$ cat config.mk
export PLATFORM = sky130hd
export DESIGN_NAME = wakka_player
export DESIGN_NICKNAME = d
export VERILOG_FILES = /design/src/rtl/wakka_pkg.sv /design/src/rtl/wakka_tick_div.sv /design/src/rtl/wakka_player.sv
export SDC_FILE = /design/constraint.sdc
export NUM_CORES = 1
export LEC_CHECK = 0
export BUFFER_PORTS_ARGS = -buffer_cell sky130_fd_sc_hd__buf_2
export CAP_MARGIN = 20
export CORE_MARGIN = 3
export CORE_UTILIZATION = 50
export CTS_CLUSTER_SIZE = 20
export DETAILED_ROUTE_END_ITERATION = 8
export PLACE_DENSITY = 0.72
export SYNTH_ARGS = -nofsm -noshare
export SYNTH_HDL_FRONTEND = slang
export SYNTH_HIERARCHICAL = 1
export SYNTH_SLANG_ARGS = --single-unit
export TNS_END_PERCENT = 100
$ cat constraint.sdc
create_clock -name clk -period 3.9 [get_ports clk]
set_input_delay 0.585 -clock clk [delete_from_list [all_inputs] [get_ports clk]]
set_output_delay 0.585 -clock clk [all_outputs]
set_load 0.01 [all_outputs]
$ cat src/rtl/wakka_pkg.sv
// Shared types and constants for the wakka sound-table player.
package wakka_pkg;

  // Sample ROM geometry.
  localparam int WAKKA_ADDR_W = 9;
  localparam int WAKKA_DATA_W = 10;

  // Table layout: address 0 is a marker, playback runs from 1 up to at most 416.
  localparam int WAKKA_FIRST_ADDR = 1;
  localparam int WAKKA_LAST_ADDR  = 416;
  localparam int WAKKA_END_CODE   = 1023;

  typedef enum logic [1:0] {
    ST_IDLE,
    ST_FETCH,
    ST_LOAD,
    ST_COUNT
  } wakka_state_t;

endpackage

$ cat src/rtl/wakka_tick_div.sv
// Duration-unit prescaler: while enabled, asserts tick for one cycle out of
// every TICK_DIV. load restarts the division from the top.
module wakka_tick_div #(
  parameter int TICK_DIV = 1
) (
  input  logic clk,
  input  logic rst,
  input  logic load,
  input  logic en,
  output logic tick
);

  localparam int PW = $clog2(TICK_DIV) + 1;
  localparam logic [PW-1:0] RELOAD = PW'(TICK_DIV - 1);

  logic [PW-1:0] cnt_reg;

  // Tick on the last cycle of each TICK_DIV-cycle unit.
  assign tick = en && (cnt_reg == '0);

  // Count down while enabled, reloading on load or when a unit completes.
  always_ff @(posedge clk) begin
    if (rst) begin
      cnt_reg <= RELOAD;
    end else if (load || tick) begin
      cnt_reg <= RELOAD;
    end else if (en) begin
      cnt_reg <= cnt_reg - PW'(1);
    end
  end

endmodule

$ cat src/rtl/wakka_player.sv
// Square-wave sequencer for the "wakka" sound table. Walks the external
// registered sample ROM, treating each word as a half-period in tick units.
// Optional build macro WAKKA_PLAYER_LOOP_EN: with start held high, playback
// wraps back to the first entry instead of returning to idle.
module wakka_player
  import wakka_pkg::*;
#(
  parameter int ADDR_W     = WAKKA_ADDR_W,
  parameter int DATA_W     = WAKKA_DATA_W,
  parameter int FIRST_ADDR = WAKKA_FIRST_ADDR,
  parameter int LAST_ADDR  = WAKKA_LAST_ADDR,
  parameter int END_CODE   = WAKKA_END_CODE,
  parameter int TICK_DIV   = 1
) (
  input  logic              clk,
  input  logic              rst,
  input  logic              start,
  output logic [ADDR_W-1:0] rom_addr,
  input  logic [DATA_W-1:0] rom_data,
  output logic              audio,
  output logic              busy,
  output logic              done
);

  localparam logic [ADDR_W-1:0] FIRST = ADDR_W'(FIRST_ADDR);
  localparam logic [ADDR_W-1:0] LAST  = ADDR_W'(LAST_ADDR);
  localparam logic [DATA_W-1:0] ENDW  = DATA_W'(END_CODE);
  localparam logic [DATA_W-1:0] ONE   = DATA_W'(1);

  wakka_state_t      state_reg, state_next;
  logic [ADDR_W-1:0] addr_reg, addr_next;
  logic [DATA_W-1:0] unit_reg, unit_next;
  logic              audio_reg, audio_next;
  logic              done_reg, done_next;
  logic              div_load;
  logic              div_en;
  logic              tick;
  logic              finish;

  // The prescaler only runs while a duration is being counted out.
  assign div_en = (state_reg == ST_COUNT);

  wakka_tick_div #(
    .TICK_DIV(TICK_DIV)
  ) u_tick_div (
    .clk  (clk),
    .rst  (rst),
    .load (div_load),
    .en   (div_en),
    .tick (tick)
  );

  // State and datapath registers; reset drops straight to idle with no done.
  always_ff @(posedge clk) begin
    if (rst) begin
      state_reg <= ST_IDLE;
      addr_reg  <= FIRST;
      unit_reg  <= '0;
      audio_reg <= 1'b0;
      done_reg  <= 1'b0;
    end else begin
      state_reg <= state_next;
      addr_reg  <= addr_next;
      unit_reg  <= unit_next;
      audio_reg <= audio_next;
      done_reg  <= done_next;
    end
  end

  // Next-state logic: fetch word, load duration, count it out, toggle, advance.
  always_comb begin
    state_next = state_reg;
    addr_next  = addr_reg;
    unit_next  = unit_reg;
    audio_next = audio_reg;
    done_next  = 1'b0;
    div_load   = 1'b0;
    finish     = 1'b0;

    case (state_reg)
      ST_IDLE: begin
        addr_next  = FIRST;
        audio_next = 1'b0;
        if (start) begin
          state_next = ST_FETCH;
        end
      end

      // ROM word for addr_reg appears on rom_data in the following cycle.
      ST_FETCH: begin
        state_next = ST_LOAD;
      end

      ST_LOAD: begin
        if ((rom_data == ENDW) || (rom_data == '0)) begin
          finish = 1'b1;
        end else begin
          unit_next  = rom_data;
          div_load   = 1'b1;
          state_next = ST_COUNT;
        end
      end

      ST_COUNT: begin
        if (tick) begin
          if (unit_reg == ONE) begin
            audio_next = ~audio_reg;
            if (addr_reg == LAST) begin
              finish = 1'b1;
            end else begin
              addr_next  = addr_reg + ADDR_W'(1);
              state_next = ST_FETCH;
            end
          end else begin
            unit_next = unit_reg - ONE;
          end
        end
      end

      default: begin
        state_next = ST_IDLE;
      end
    endcase

    // End of table: pulse done and rewind; idle entry also silences the output.
    if (finish) begin
      done_next = 1'b1;
      addr_next = FIRST;
`ifdef WAKKA_PLAYER_LOOP_EN
      if (start) begin
        state_next = ST_FETCH;
      end else begin
        state_next = ST_IDLE;
        audio_next = 1'b0;
      end
`else
      state_next = ST_IDLE;
      audio_next = 1'b0;
`endif
    end
  end

  assign rom_addr = addr_reg;
  assign audio    = audio_reg;
  assign done     = done_reg;
  assign busy     = (state_reg != ST_IDLE);

endmodule

## Yosys cells after proc, flatten, opt, wreduce, memory -nomap -nowiden

Cells that the tools add are included.

| word-level totals | value |
|---|---|
| input port bits | 13 |
| bits in registers | 24 |
| word-level logic and storage cells | 62 |

| cells by class | value |
|---|---|
| bitwise logic cells | 2 |
| reductions and logical operators | 14 |
| muxes and demuxes | 25 |
| add/sub/neg operators | 3 |
| equality and inequality tests | 12 |

Operators with widths:

| operator | number |
|---|---|
| 2-to-1 mux 10 bit | 3 |
| 2-to-1 mux 9 bit | 3 |
| case mux 10 bit (2 select lines) | 1 |
| case mux 9 bit (2 select lines) | 1 |
| inequality test 2 bit, second input constant | 6 |
| == test 10 x 1 -> 1 bit, second input constant | 1 |
| == test 10 bit, second input constant | 1 |
| logical NOT 10 bit | 1 |
| 2-to-1 mux 2 bit | 5 |
| subtractor 10 x 1 -> 10 bit, second input constant | 1 |
| adder 9 x 1 -> 9 bit, second input constant | 1 |
| == test 9 bit, second input constant | 1 |
| 2-to-1 mux 1 bit | 9 |
| case mux 2 bit (4 select lines) | 1 |
| AND reduction 4 bit | 2 |
| nonzero test 2 bit | 3 |
| AND reduction 5 bit | 1 |
| == test 2 bit, second input constant | 2 |
| case mux 1 bit (2 select lines) | 2 |
| OR reduction 2 bit | 2 |
| AND reduction 3 bit | 1 |
| == test 2 x 1 -> 1 bit, second input constant | 1 |
| logical NOT 2 bit | 1 |
| logical OR 1 bit | 2 |
| 3 further kinds | 4 |

## Longest topological paths before layout

Gate-level depths: netlist (run 1).

| logic depth | value |
|---|---|
| depth after elaboration | 6 |
| depth in mapped cells | 8 |
| gate-level depth less buffers | 7 |

## Modules after synthesis

Netlist (run 1), hierarchy kept.

Modules (own cells, without submodules):

| module | cells an instance | seq. area each (um^2) | area each (um^2) | instances |
|---|---|---|---|---|
| wakka_player | 182 | 460.4 | 1521.5 | 1 |
| wakka_tick_div | 3 | 20.0 | 41.3 | 1 |

## Least setup slack after synthesis (run 1)

OpenSTA, ideal clock, no wires.

| timing path | value |
|---|---|
| kind | input port to flip-flop |
| from | input port rom_data[4] |
| to | register unit_reg[9] |
| path buffers | 1 |
| path slack | 1.853 ns |
| library setup time | 0.116 ns |
| stages | 6 |
| arrival time | 1.932 ns |
| path through | or4_1 > nor4_2 > o21a_1 > buf_4 > nor4_1 > a31o_1 |

| on the way | value |
|---|---|
| longest elaborated chain between the ends | 4 |
| elaborated cells between the ends (all ways) | 5 |
| those cells by class | eq/ne: 2; reduce/logical: 3 |

Ends and longest elaborated chain:

| item | line | RTL |
|---|---|---|
| start: declaration | wakka_player.sv:19 | `input logic [DATA_W-1:0] rom_data,` |
| == test 10 bit or logical NOT 10 bit (tied branches) | wakka_player.sv:95 | `if ((rom_data == ENDW) \|\| (rom_data == '0)) begin` |
| logical OR 1 bit (*) | wakka_player.sv:95 |  |
| inequality test 2 bit (no source line) (*) | -- |  |
| AND reduction 4 bit (no source line) (*) | -- |  |
| end signal: assignment | wakka_player.sv:64 | `unit_reg <= unit_next;` |
| end: declaration | wakka_player.sv:32 | `logic [DATA_W-1:0] unit_reg, unit_next;` |

Every way passes the cells marked *; elsewhere a longest branch is shown, timed or not.
A chain may end at the register's enable or synchronous reset.

## Final worst setup path (run 1)

| timing path | value |
|---|---|
| from | register state_reg[0] |
| to | register unit_reg[9] |

| on the way | value |
|---|---|
| longest elaborated chain between the ends | 4 |
| elaborated cells between the ends (all ways) | 9 |
| those cells by class | eq/ne: 5; mux: 1; reduce/logical: 3 |

Ends and longest elaborated chain:

| item | line | RTL |
|---|---|---|
| start: declaration | wakka_player.sv:30 | `wakka_state_t state_reg, state_next;` |
| start signal: assignment | wakka_player.sv:62 | `state_reg <= state_next;` |
| == test 2 bit | wakka_player.sv:41 | `assign div_en = (state_reg == ST_COUNT);` |
| via div_en | wakka_player.sv:36 | `logic div_en;` |
| logical AND 1 bit | wakka_tick_div.sv:19 | `assign tick = en && (cnt_reg == '0);` |
| via tick | wakka_player.sv:37 | `logic tick;` |
| inequality test 2 bit (no source line) | -- |  |
| AND reduction 4 bit (no source line) | -- |  |

The timed path passes the listed nets, and every way through them passes these cells.

==> results of run 1 <==
## metrics by stage
stage                     utilization  cells
after floorplan                     -    185
after global placement         0.5929    244
after detailed placement       0.5929    244
after CTS                      0.6055    248
after global routing           0.6055    248
final                          0.6055    248
## cell usage after synthesis, types with 5 or more instances
cell type | instances | share of area
dfxtp_1 | 24 | 0.31
a21oi_1 | 16 | 0.051
nor2_1 | 16 | 0.038
nand2_1 | 12 | 0.029
inv_1 | 11 | 0.026
ha_1 | 8 | 0.064
o31ai_1 | 8 | 0.038
nand3_1 | 7 | 0.022
o311ai_1 | 7 | 0.039
clkbuf_1 | 6 | 0.014
nand4_1 | 6 | 0.024
xnor2_1 | 5 | 0.028
## power breakdown
group	leakage (nW)	switching [W]	total (W)	internal [W]
Clock	0.0210	0.0000813	0.000139	0.0000573
Combinational	0.428	0.000275	0.000428	0.000153
Sequential	0.194	0.0000459	0.000327	0.000281
## worst paths after layout
check | slack, ns | to | start | cells after the start
max reg2reg | 1.25 | unit_reg[9] | state_reg[0] | 6
min | 0.48 | audio | audio | 2
max | 1.25 | unit_reg[9] | state_reg[0] | 6
min reg2reg | 0.48 | audio | audio | 2
## cell type report
type | count | area (µm²) | share of cell area
multi-input combinational | 142 | 1007 | 0.5783
clock buffer | 4 | 36.28 | 0.02083
inverter | 12 | 45.04 | 0.02586
tap | 42 | 52.55 | 0.03017
timing repair buffer | 24 | 120.1 | 0.06897
sequential | 24 | 480.5 | 0.2759
## metal layers
metal / GRT usage / vias to the layer above
met5: 0 / -
met2: 0.4066 / 41
met4: 0.08788 / 0
li1: - / 740
met3: 0.02893 / 7
met1: 0.2628 / 721
## worst max-delay path, delay by kind of cell, from the launching register on
kind / cells / cell delay, ns
AOI/OAI and AO/OA: 1 / 0.22
adders and majority gates: 1 / 0.66
DFF: 1 / 0.41
muxes: 1 / 0.24
and+or+nand+nor: 3 / 1.04
## kinds of logic after synthesis
group | count (synthesis)
AO/OA/AOI/OAI | 51
XOR/XNOR | 5
adder cells (fa/ha/maj) | 8
buffers and inverters | 19
flip-flops | 24
multiplexers | 3
AND/OR/NAND/NOR | 75
==> results.md, run 1 <==
- Share of layout cells above drive strength 1: 0.2039
- Outcome: completed
- TritonCTS clock tree: built
- Synth Flop Type: dfxtp_1
- Slew margin rel.: 0.5079
- Top routing layer in use: met4
- WS Path Type: register to register
- CTS resizes: 0
- Post-synth EDFFs: 0
- Worst setup EP type: register
- Number of global-route vias before repair: 1488
- Met3 wire len: 166 µm
- Syn_area_per_cell: 8.447 µm²
- Worst skew pair latency: 0.34 ns
- Xor-xnor portion of the synthesized cell area: 0.02802
- Post-CTS Hold Fix Bufs: 0
- CTS buffer count: 3
- Drt drc: 0
- Tmin final: 2.651 ns
- Via Count: 1509
- Final period util: 0.6797
- Fillers: 263
- Clock transition at path regs: 0.14 ns
- # diodes: 0
- Hpwl dp: 2.893 mm
- Worst hold slack: 0.4811 ns
- Htree depth: 1
- PD cells: 512.9 mW/mm²
- Metal2 WL: 1.900 mm
- WL final: 3.788 mm
- Cell Rows: 19
- # port buffers: 24
- Core Region: 0.002877 mm²
- Distinct cell type count after synthesis: 50
- Final worst setup slack: 1.249 ns
- Unrepaired setup endpoints after global routing: false
- Max cap viols: 0
- Fraction of the mapped netlist area in simple logic gates: 0.2986
- Die extent in x: 61.91 µm
- Crit-path cells: ha_1 > nor2b_1 > mux2_2 > nand2_1 > or3_1 > a31o_1
- Gp weighted congestion: 0.9126
- Final instance area: 0.001742 mm²
- Final hold violation count: 0
- Post-Syn Nets: 206
- Clk_skew: 0.01225 ns
- Gr usage total: 0.2233
- CP arrival: 2.90 ns
- Initial antenna violation count: 0
- Most frequent cells in the layout: dfxtp_1 (24), buf_2 (24), nor2_1 (16), a21oi_1 (16), nand2_1 (12)
- FF+latch count, synth: 24
- Hold Crit Class: register to register
- Layout Nets: 228
- Pins Over Slew Limit: 0
- Global-route wire length before repair: 6.444 mm
- Crit Path Max Fanout: 22
- Post-synthesis compound-gate area fraction: 0.2338
- CTS root buf: clkbuf_4
- Worst Tran Pin Value: 0.7381 ns
- CTS max path bufs: 2
- Initial DRT Pass Iterations: 4
- Setup total negative slack: 0 ns
- Die area: 0.003832 mm²
- CTS sink count: 24
- Congestion Overflow GR: 0
- Asr flop ratio synth: 0
- Crit start category: register
- Via density: 6.085
- Initial Utilization: 0.5433
- Met1 WL: 1.661 mm
- Max IR drop VDD: 0.3041 mV
- DP Worst Slack: 1.277 ns
- Wire per inst: 15.27 µm
- DP Area: 0.001705 mm²
- Post-CTS Setup Inserts: 0
- Leakage: 0.6438 nW
- Register area share after synthesis: 0.3074
- Fraction of the mapped netlist area in adder cells: 0.06405
- Setup violations, final: 0
- CP required: 4.15 ns
- Mux cell area share after synthesis: 0.02002
- Ports: 25
- Max Clk Rate: 0.3773 GHz
- Antenna Nets Post-Route: 0
- Total power: 0.0008932 W
- Synth Cell Area: 0.001563 mm²
- P&R area growth vs syn: 11.45%
- Die height: 61.91 µm
- Largest net degree at the start of global routing: 23
- Initial DRC count: 59
- Flip-flop count of the largest register after layout: 10
- Yosys warnings: 6
- Cells after Synth: 185
- CP max-delay cell: ha_1
- Main combinational cell family by area after synthesis: simple AND/OR/NAND/NOR gates
- Crit path largest cell delay: 0.66 ns
No activity file was read; power rests on OpenSTA's default activity.
==> inputs of run 2 (changes only) <==
--- a/config.mk
+++ b/config.mk
@@ -11,7 +11,7 @@
 export CORE_UTILIZATION = 50
 export CTS_CLUSTER_SIZE = 20
 export DETAILED_ROUTE_END_ITERATION = 8
-export PLACE_DENSITY = 0.72
+export PLACE_DENSITY = 0.75
 export SYNTH_ARGS = -nofsm -noshare
 export SYNTH_HDL_FRONTEND = slang
 export SYNTH_HIERARCHICAL = 1
==> constraint.sdc (replaced) <==
create_clock -name clk -period 2.3 [get_ports clk]
set_input_delay 0.345 -clock clk [delete_from_list [all_inputs] [get_ports clk]]
set_output_delay 0.345 -clock clk [all_outputs]
set_load 0.01 [all_outputs]
==> results.md, run 2 (synthesized netlist as in run 1, its figures left out) <==
- Net Sw Frac: 0.4235 (was 0.4498)
- Wire per inst: 15.05 µm (was 15.27 µm)
- Die extent in x: 61.91 µm (unchanged)
- CTS buffer count: 3 (unchanged)
- Final period util: 0.9050 (was 0.6797)
- Slew margin rel.: 0.7121 (was 0.5079)
- Logic pwr share: 0.466 (was 0.479)
- CP startpoint: state_reg[1] (was state_reg[0])
- Drt drc: 0 (unchanged)
- Worst Setup EP: unit_reg[9] (unchanged)
- Crit Path Max Fanout: 11 (was 22)
- RR Endpoint: unit_reg[9] (unchanged)
- Tmin final: 2.082 ns (was 2.651 ns)
- Clk pwr share: 0.192 (was 0.155)
- Die height: 61.91 µm (unchanged)
- Setup total negative slack: 0 ns (unchanged)
- Most frequent cells in the layout: dfxtp_1 (24), buf_2 (24), nor2_1 (16), a21oi_1 (16), nand2_1 (12) (unchanged)
- Via Count: 1562 (was 1509)
- Int Pwr: 0.0009403 W (was 0.0004915 W)
- Gr usage total: 0.2121 (was 0.2233)
- Number of global-route vias before repair: 1409 (was 1488)
- Leakage: 0.6707 nW (was 0.6438 nW)
- Final core utilization: 0.6224 (was 0.6055)
- Final instance area: 0.001790 mm² (was 0.001742 mm²)
- P&R area growth vs syn: 14.57% (was 11.45%)
- R2R setup slack: 0.22 ns (was 1.25 ns)
- Core Region: 0.002877 mm² (unchanged)
- Initial antenna violation count: 0 (unchanged)
- Total power: 0.001631 W (was 0.0008932 W)
- Initial Utilization: 0.5433 (unchanged)
- CP required: 2.54 ns (was 4.15 ns)
- R2R depth: 6 (unchanged)
- Die area: 0.003832 mm² (unchanged)
- Max cap viols: 0 (unchanged)
- CP arrival: 2.32 ns (was 2.90 ns)
- Worst reg2reg path startpoint: state_reg[1] (was state_reg[0])
- Clock transition at path regs: 0.14 ns (about the same)
- Layout Nets: 232 (was 228)
- CTS resizes: 0 (unchanged)
- Outcome: completed (unchanged)
- WL final: 3.793 mm (was 3.788 mm)
- WS Path Type: register to register (unchanged)
- Initial DRT Pass Iterations: 5 (was 4)
- Flip-flop count of the largest register after layout: 10 (unchanged)
- Worst setup EP type: register (unchanged)
- Unrepaired setup endpoints after global routing: false (unchanged)
- DP Area: 0.001735 mm² (was 0.001705 mm²)
- CTS sink count: 24 (unchanged)
- Clk_skew: 0.003062 ns (was 0.01225 ns)
- Hpwl dp: 2.798 mm (was 2.893 mm)
- Crit start category: register (unchanged)
- # diodes: 0 (unchanged)
- # port buffers: 24 (unchanged)
- Share of layout cells above drive strength 1: 0.2238 (was 0.2039)
- TritonCTS clock tree: built (unchanged)
- Setup violations, final: 0 (unchanged)
- Htree depth: 1 (unchanged)
- Antenna Nets Post-Route: 0 (unchanged)
- Sequential Power Share: 0.342 (was 0.366)
- Largest net degree at the start of global routing: 17 (was 23)
- Post-CTS Setup Inserts: 0 (unchanged)
- Worst Tran Pin Value: 0.4290 ns (was 0.7381 ns)
- Initial DRC count: 83 (was 59)
- Cell Rows: 19 (unchanged)
- Pins Over Slew Limit: 0 (unchanged)
- Global-route wire length before repair: 6.182 mm (was 6.444 mm)
- CTS root buf: clkbuf_4 (unchanged)
- Max IR drop VDD: 0.4393 mV (was 0.3041 mV)
- CTS max path bufs: 2 (unchanged)
- Switching power: 0.0006907 W (was 0.0004018 W)
- Congestion Overflow GR: 0 (unchanged)
- Hold Crit Class: primary input to register (was register to register)
- Post-CTS Hold Fix Bufs: 0 (unchanged)
- Via density: 6.198 (was 6.085)
- Ports: 25 (unchanged)
- PD cells: 910.9 mW/mm² (was 512.9 mW/mm²)
- Max Clk Rate: 0.4804 GHz (was 0.3773 GHz)
- Worst skew pair latency: 0.32 ns (was 0.34 ns)
- Final hold violation count: 0 (unchanged)
- Gp weighted congestion: 0.8215 (was 0.9126)
[run 2: cell count changes in the layout (fill, tap and decap cells not counted), sizes merged]
cell,previous run,this run
buf,24,28
bufinv,0,1
clkbuf,4,3
[run 2: worst max-delay path, stage by stage, from the launching register on]
cell and delay, ns:
dfxtp_1 0.42, ha_1 0.23, nor2b_2 0.28, mux2_2 0.21
nand2_1 0.23, or3_1 0.42, a31o_1 0.22
[run 2: per-layer routing]
layer / global-route usage / part of all wire / up-vias
met5: 0 / 0 / -
met4: 0.07576 / 0.016 / 0
met3: 0.03719 / 0.084 / 12
met2: 0.3348 / 0.46 / 87
met1: 0.2900 / 0.44 / 720
li1: - / - / 743
[run 2: power groups by stage]
stage / logic [W] / registers [W] / clock network, W
3_5_place_dp: 0.000736 / 0.000566 / 0
6_report: 0.000760 / 0.000558 / 0.000313
3_3_place_gp: 0.000715 / 0.000558 / 0
4_1_cts: 0.000742 / 0.000556 / 0.000316
5_1_grt: 0.000840 / 0.000568 / 0.000334
2_1_floorplan: 0.000546 / 0.000548 / 0
[run 2: metrics by stage]
step	std cells	hold slack, ns	worst slack [ns]
floorplan	185	0.4185	0.3741
global placement	248	0.4631	0.2358
detailed placement	248	0.4616	0.1607
CTS	252	0.3493	0.1402
global route	252	0.3560	0.1223
finish	252	0.3671	0.2184
[run 2: cell type report]
class                           count  area, µm²
Inverter                           12      45.04
Tap cell                           42      52.55
Clock buffer                        3      22.52
Sequential cell                    24      480.5
Fill cell                         253       1086
Clock inverter                      1      30.03
Timing Repair Buffer               28      150.1
Multi-Input combinational cell    142       1010
[run 2: how the worst min path moves through the flow]
stage / startpoint / endpoint / slack (ns) / cells after the start
6_report: rom_data[2] / unit_reg[2] / 0.37 / 3
3_3_place_gp: audio / audio / 0.46 / 2
2_1_floorplan: rst / u_tick_div/cnt_reg / 0.42 / 1
4_1_cts: rst / unit_reg[1] / 0.35 / 2
5_1_grt: rst / unit_reg[1] / 0.36 / 2
3_5_place_dp: audio / audio / 0.46 / 2
